[config.mk]
export PLATFORM = sky130hd
export DESIGN_NAME = issue_scoreboard
export DESIGN_NICKNAME = d
export VERILOG_FILES = /design/src/rtl/issue_scoreboard.sv
export SDC_FILE = /design/constraint.sdc
export NUM_CORES = 1
export LEC_CHECK = 0
export CAP_MARGIN = 20
export CORE_ASPECT_RATIO = 0.5
export CORE_MARGIN = 2
export CORE_UTILIZATION = 25
export DETAILED_ROUTE_END_ITERATION = 16
export PLACE_DENSITY = 0.37
export SYNTH_ARGS = -nofsm -noshare
export SYNTH_HDL_FRONTEND = slang
export SYNTH_SLANG_ARGS = --single-unit
[constraint.sdc]
create_clock -name clk -period 3.99 [get_ports clk]
set_input_delay 0.399 -clock clk [delete_from_list [all_inputs] [get_ports clk]]
set_output_delay 0.399 -clock clk [all_outputs]
set_load 0.03 [all_outputs]
[src/rtl/issue_scoreboard.sv]
// Issue scoreboard between ID and EXE: per-register pending-write counters gate RAW/WAW hazards.
// Optional SB_PERF_EN adds stall_cycles/issue_count performance counters with a perf_clr input.
module issue_scoreboard #(
    parameter int NREG  = 32,
    parameter int IDX_W = 5,
    parameter int CNT_W = 2
) (
    input  logic             clk,
    input  logic             reset,
    input  logic             left_valid,
    output logic             left_ready,
    input  logic [IDX_W-1:0] rs1_idx,
    input  logic             rs1_use,
    input  logic [IDX_W-1:0] rs2_idx,
    input  logic             rs2_use,
    input  logic [IDX_W-1:0] wreg_index,
    input  logic             wreg_en,
    output logic             right_valid,
    input  logic             right_ready,
    input  logic             wb_valid,
    input  logic [IDX_W-1:0] wb_index,
    input  logic             flush,
    output logic             hazard,
    output logic             sb_err
`ifdef SB_PERF_EN
    ,
    input  logic             perf_clr,
    output logic [31:0]      stall_cycles,
    output logic [31:0]      issue_count
`endif
);

    localparam logic [CNT_W-1:0] CNT_MAX = '1;

    logic [CNT_W-1:0] cnt [NREG];
    logic             rs1_busy;
    logic             rs2_busy;
    logic             wr_sat;
    logic             issue;
    logic             wb_err;
    logic [NREG-1:0]  inc_vec;
    logic [NREG-1:0]  dec_vec;

    // Saturated destination counters also stall, so a counter can never wrap.
    always_comb begin
        rs1_busy    = rs1_use && (rs1_idx != '0) && (cnt[rs1_idx] != '0);
        rs2_busy    = rs2_use && (rs2_idx != '0) && (cnt[rs2_idx] != '0);
        wr_sat      = wreg_en && (wreg_index != '0) && (cnt[wreg_index] == CNT_MAX);
        hazard      = rs1_busy | rs2_busy | wr_sat;
        right_valid = left_valid & ~hazard & ~flush;
        left_ready  = right_ready & ~hazard & ~flush;
        issue       = right_valid & right_ready;
        wb_err      = wb_valid && (wb_index != '0) && (cnt[wb_index] == '0);
    end

    always_comb begin
        inc_vec = '0;
        dec_vec = '0;
        for (int r = 1; r < NREG; r++) begin
            inc_vec[r] = issue && wreg_en && (wreg_index == IDX_W'(r));
            dec_vec[r] = wb_valid && (wb_index == IDX_W'(r)) && (cnt[r] != '0);
        end
    end

    // Issue and retire to the same register in one cycle cancel out.
    always_ff @(posedge clk or negedge reset) begin
        if (!reset) begin
            for (int r = 0; r < NREG; r++) begin
                cnt[r] <= '0;
            end
            sb_err <= 1'b0;
        end else if (flush) begin
            for (int r = 0; r < NREG; r++) begin
                cnt[r] <= '0;
            end
        end else begin
            for (int r = 0; r < NREG; r++) begin
                case ({inc_vec[r], dec_vec[r]})
                    2'b10:   cnt[r] <= cnt[r] + CNT_W'(1);
                    2'b01:   cnt[r] <= cnt[r] - CNT_W'(1);
                    default: cnt[r] <= cnt[r];
                endcase
            end
            if (wb_err) begin
                sb_err <= 1'b1;
            end
        end
    end

`ifdef SB_PERF_EN
    always_ff @(posedge clk or negedge reset) begin
        if (!reset) begin
            stall_cycles <= '0;
            issue_count  <= '0;
        end else if (perf_clr) begin
            stall_cycles <= '0;
            issue_count  <= '0;
        end else begin
            if (left_valid && hazard && !flush) begin
                stall_cycles <= stall_cycles + 32'd1;
            end
            if (issue) begin
                issue_count <= issue_count + 32'd1;
            end
        end
    end
`endif

endmodule

==> flow_summary.yaml <==
floorplanning:
  initial_core_util_pct: 25.7
  die_w_um: 216
  die_h_um: 110
  dieArea_um2: 23900
  core_um2: 21900
  ios: 33
  rows: 38
sta:
  finalSetupTns_ns: 0
  setup_viol: 0
  drv_slew: 0
  period_needed_ns: 3.60
  skew_ns: 0.00936
  final.period_utilization_pct: 90.2
  fmax_mhz: 278
  fin_ws_ns: 0.391
  hold_viol_final: 0
  rsz0062_at_grt: "no"
  tightest_slew_ns: 0.969
  slew_headroom_pct: 35.1
synthesis:
  seq_area_frac_synth_pct: 28.0
  synth_edf_count: 0
  yosysTopAreaCellShare_pct: 28.0
  synth_seq_cells: 63
  synth.most_common_cell: "o21ai_0"
  synthCells: 687
  synth_largest_area_cell: "dfrtp_1"
  ys_types: 63
  ys.flop_type: "dfrtp_1"
  synthTopCellsByArea: "dfrtp_1 28%, mux4_2 7.6%, o21ai_0 6.5%"
  ys_top_cells_by_count: "73 x o21ai_0, 67 x nor3_1, 63 x dfrtp_1"
  synthArstFlopShare_pct: 100
  ys_warn_count: 0
  syn_area_um2: 5640
  syn_nets: 716
  avgSynthCellArea_um2: 8.21
worst_setup_path:
  path_class: "primary input to output port"
  reg2reg_depth: 8
  r2r-start: "cnt[51]$_DFFE_PN0P_"
  crit_path_end: "left_ready"
  crit_fanout: 14
  worstSetupStartpoint: "rs2_idx[1]"
  cp.required_ns: 3.59
  arrival_ns: 3.20
  r2r_end: "cnt[3]$_DFFE_PN0P_"
  worstSetupStartpointType: "primary input"
  critPathCaptureType: "output port"
  r2r_slack_ns: 1.05
min_path:
  hold_path_class: "primary input to asynchronous set/reset pin"
cts:
  cts_tree: "built"
  hold_buffers: 0
  clk_latency_ns: 0.35
  postCtsSetupRepairBufs: 0
  clk_pin_slew_worst_paths_ns: 0.06
  post_cts_resized: 0
  numCtsBuffers: 9
  cts_sinks: 63
  root_buffer: "clkbuf_16"
  clock_path_buffers: 2
  htreeDepth: 3
final_layout:
  drive_gt1_share_pct: 15.3
  area_growth_pct: 16.5
  layout.cells.non_filler: 1011
  final_util_pct: 30.0
  n_antenna_cell: 0
  fin_nets: 735
drt:
  drc: 0
  dr.pass1.iters: 5
  totalWireLength_um: 23400
  viasPerCell: 5.89
  wl_per_cell_um: 23.2
  via_count: 5950
  postRouteAntennaNets: 0
  drt_iter0_drc: 473
run_status:
  outcome: "finished, final reports clean"
power_and_ir_drop:
  power_mw: 1.72
  peakVddDrop_uv: 157
  leakagePower_nw: 2.16
  powerDensity_nw_per_um2: 262
flow_run:
  maxCapViolCount: 0
placed_design:
  dp_slack_ns: 0.400
  io_buffers: 32
  finalWeightedCongestion: 0.825
  post-place-cells: 995
  dp_hpwl_um: 16500
grt:
  antenna_found_initial: 0
  grt_max_degree: 64
  grt_pass1_wl_um: 35800
  grt_pass1_vias: 5502
  grt-ovfl-total: 0
  grt_usage_pct: 20.2
## cell type report
| type | instances | area [um^2] |
|---|---|---|
| Fill cell | 2292 | 15300 |
| Clock buffer | 11 | 253 |
| Tap cell | 300 | 375 |
| Clock inverter | 5 | 32.5 |
| Timing Repair Buffer | 64 | 558 |
| Inverter | 13 | 53.8 |
| Sequential cell | 63 | 1580 |
| Multi-Input combinational cell | 555 | 3720 |
## registers in the layout, summed over array words and instances, names as in the netlist
register  count
sb_err        1
cnt          62
## report_power, final
part / total (mW) / switching (mW) / internal [mW]
registers: 0.640 / 0.000786 / 0.639
logic: 0.297 / 0.210 / 0.0868
clock network: 0.784 / 0.332 / 0.452
total: 1.72 / 0.543 / 1.18
## stage by stage
step / instance area, um^2 / hold WS, ns
final: 6570 / 0.195
after global routing: 6570 / 0.260
after CTS: 6570 / 0.237
after detailed placement: 6290 / 0.461
after global placement: 6290 / 0.456
after floorplan: 5640 / 0.103
## metal layers
| layer | vias up | global-route usage, % | routed length [um] |
|---|---|---|---|
| met3 | 21 | 4.42 | 1360 |
| met5 | - | 0 | 0 |
| li1 | 2740 | - | - |
| met2 | 177 | 30.7 | 10200 |
| met1 | 3012 | 29.3 | 11600 |
| met4 | 0 | 4.40 | 245 |
## logic make-up (layout without fill, tap and decap cells)
kind of cell,Yosys count,in the layout,share of synthesized area [%]
buffers and inverters,69,93,6.23
AND/OR/NAND/NOR,348,348,36.6
flip-flops,63,63,28.0
multiplexers,22,22,8.43
AO/OA/AOI/OAI,185,185,20.7
## worst min path at each step
stage                       startpoint             endpoint  slack [ns]  cells after the start
detailed placement  sb_err$_DFFE_PN0P_   sb_err$_DFFE_PN0P_        0.46                      1
finish                           reset  cnt[12]$_DFFE_PN0P_        0.20                      1
CTS                              reset   cnt[7]$_DFFE_PN0P_        0.24                      1
floorplan                        reset   cnt[0]$_DFFE_PN0P_        0.10                      0
global placement    sb_err$_DFFE_PN0P_   sb_err$_DFFE_PN0P_        0.46                      1
global route                     reset  cnt[12]$_DFFE_PN0P_        0.26                      1
## cell usage in the layout (no fill, tap or decap), types with 7 or more instances in the layout
cell | synthesis | routed
nand3_1 | 28 | 28
mux4_2 | 19 | 19
nand4_1 | 15 | 15
clkbuf_16 | 0 | 9
nand2_1 | 33 | 33
o21ai_0 | 73 | 73
clkdlybuf4s50_1 | 0 | 27
and3_1 | 25 | 25
a22oi_1 | 17 | 17
or3_1 | 27 | 27
a32oi_1 | 11 | 11
nor2b_1 | 9 | 9
nor2_1 | 55 | 55
and4_1 | 12 | 12
nor3_1 | 67 | 67
a21oi_1 | 25 | 25
nor4_1 | 20 | 20
nor4_2 | 19 | 19
buf_4 | 6 | 35
a31oi_1 | 24 | 24
inv_1 | 10 | 10
dfrtp_1 | 63 | 63
nor3_2 | 7 | 7
## critical path, cell delays in order
cell and delay [ns]:
clkdlybuf4s50_1 0.74, inv_2 0.30, mux4_2 0.53, and3_1 0.19, nor4_1 0.48, a211oi_4 0.09, nand2_1 0.19, nor3b_1 0.07
buf_4 0.19
No activity file was read; power rests on OpenSTA's default activity.
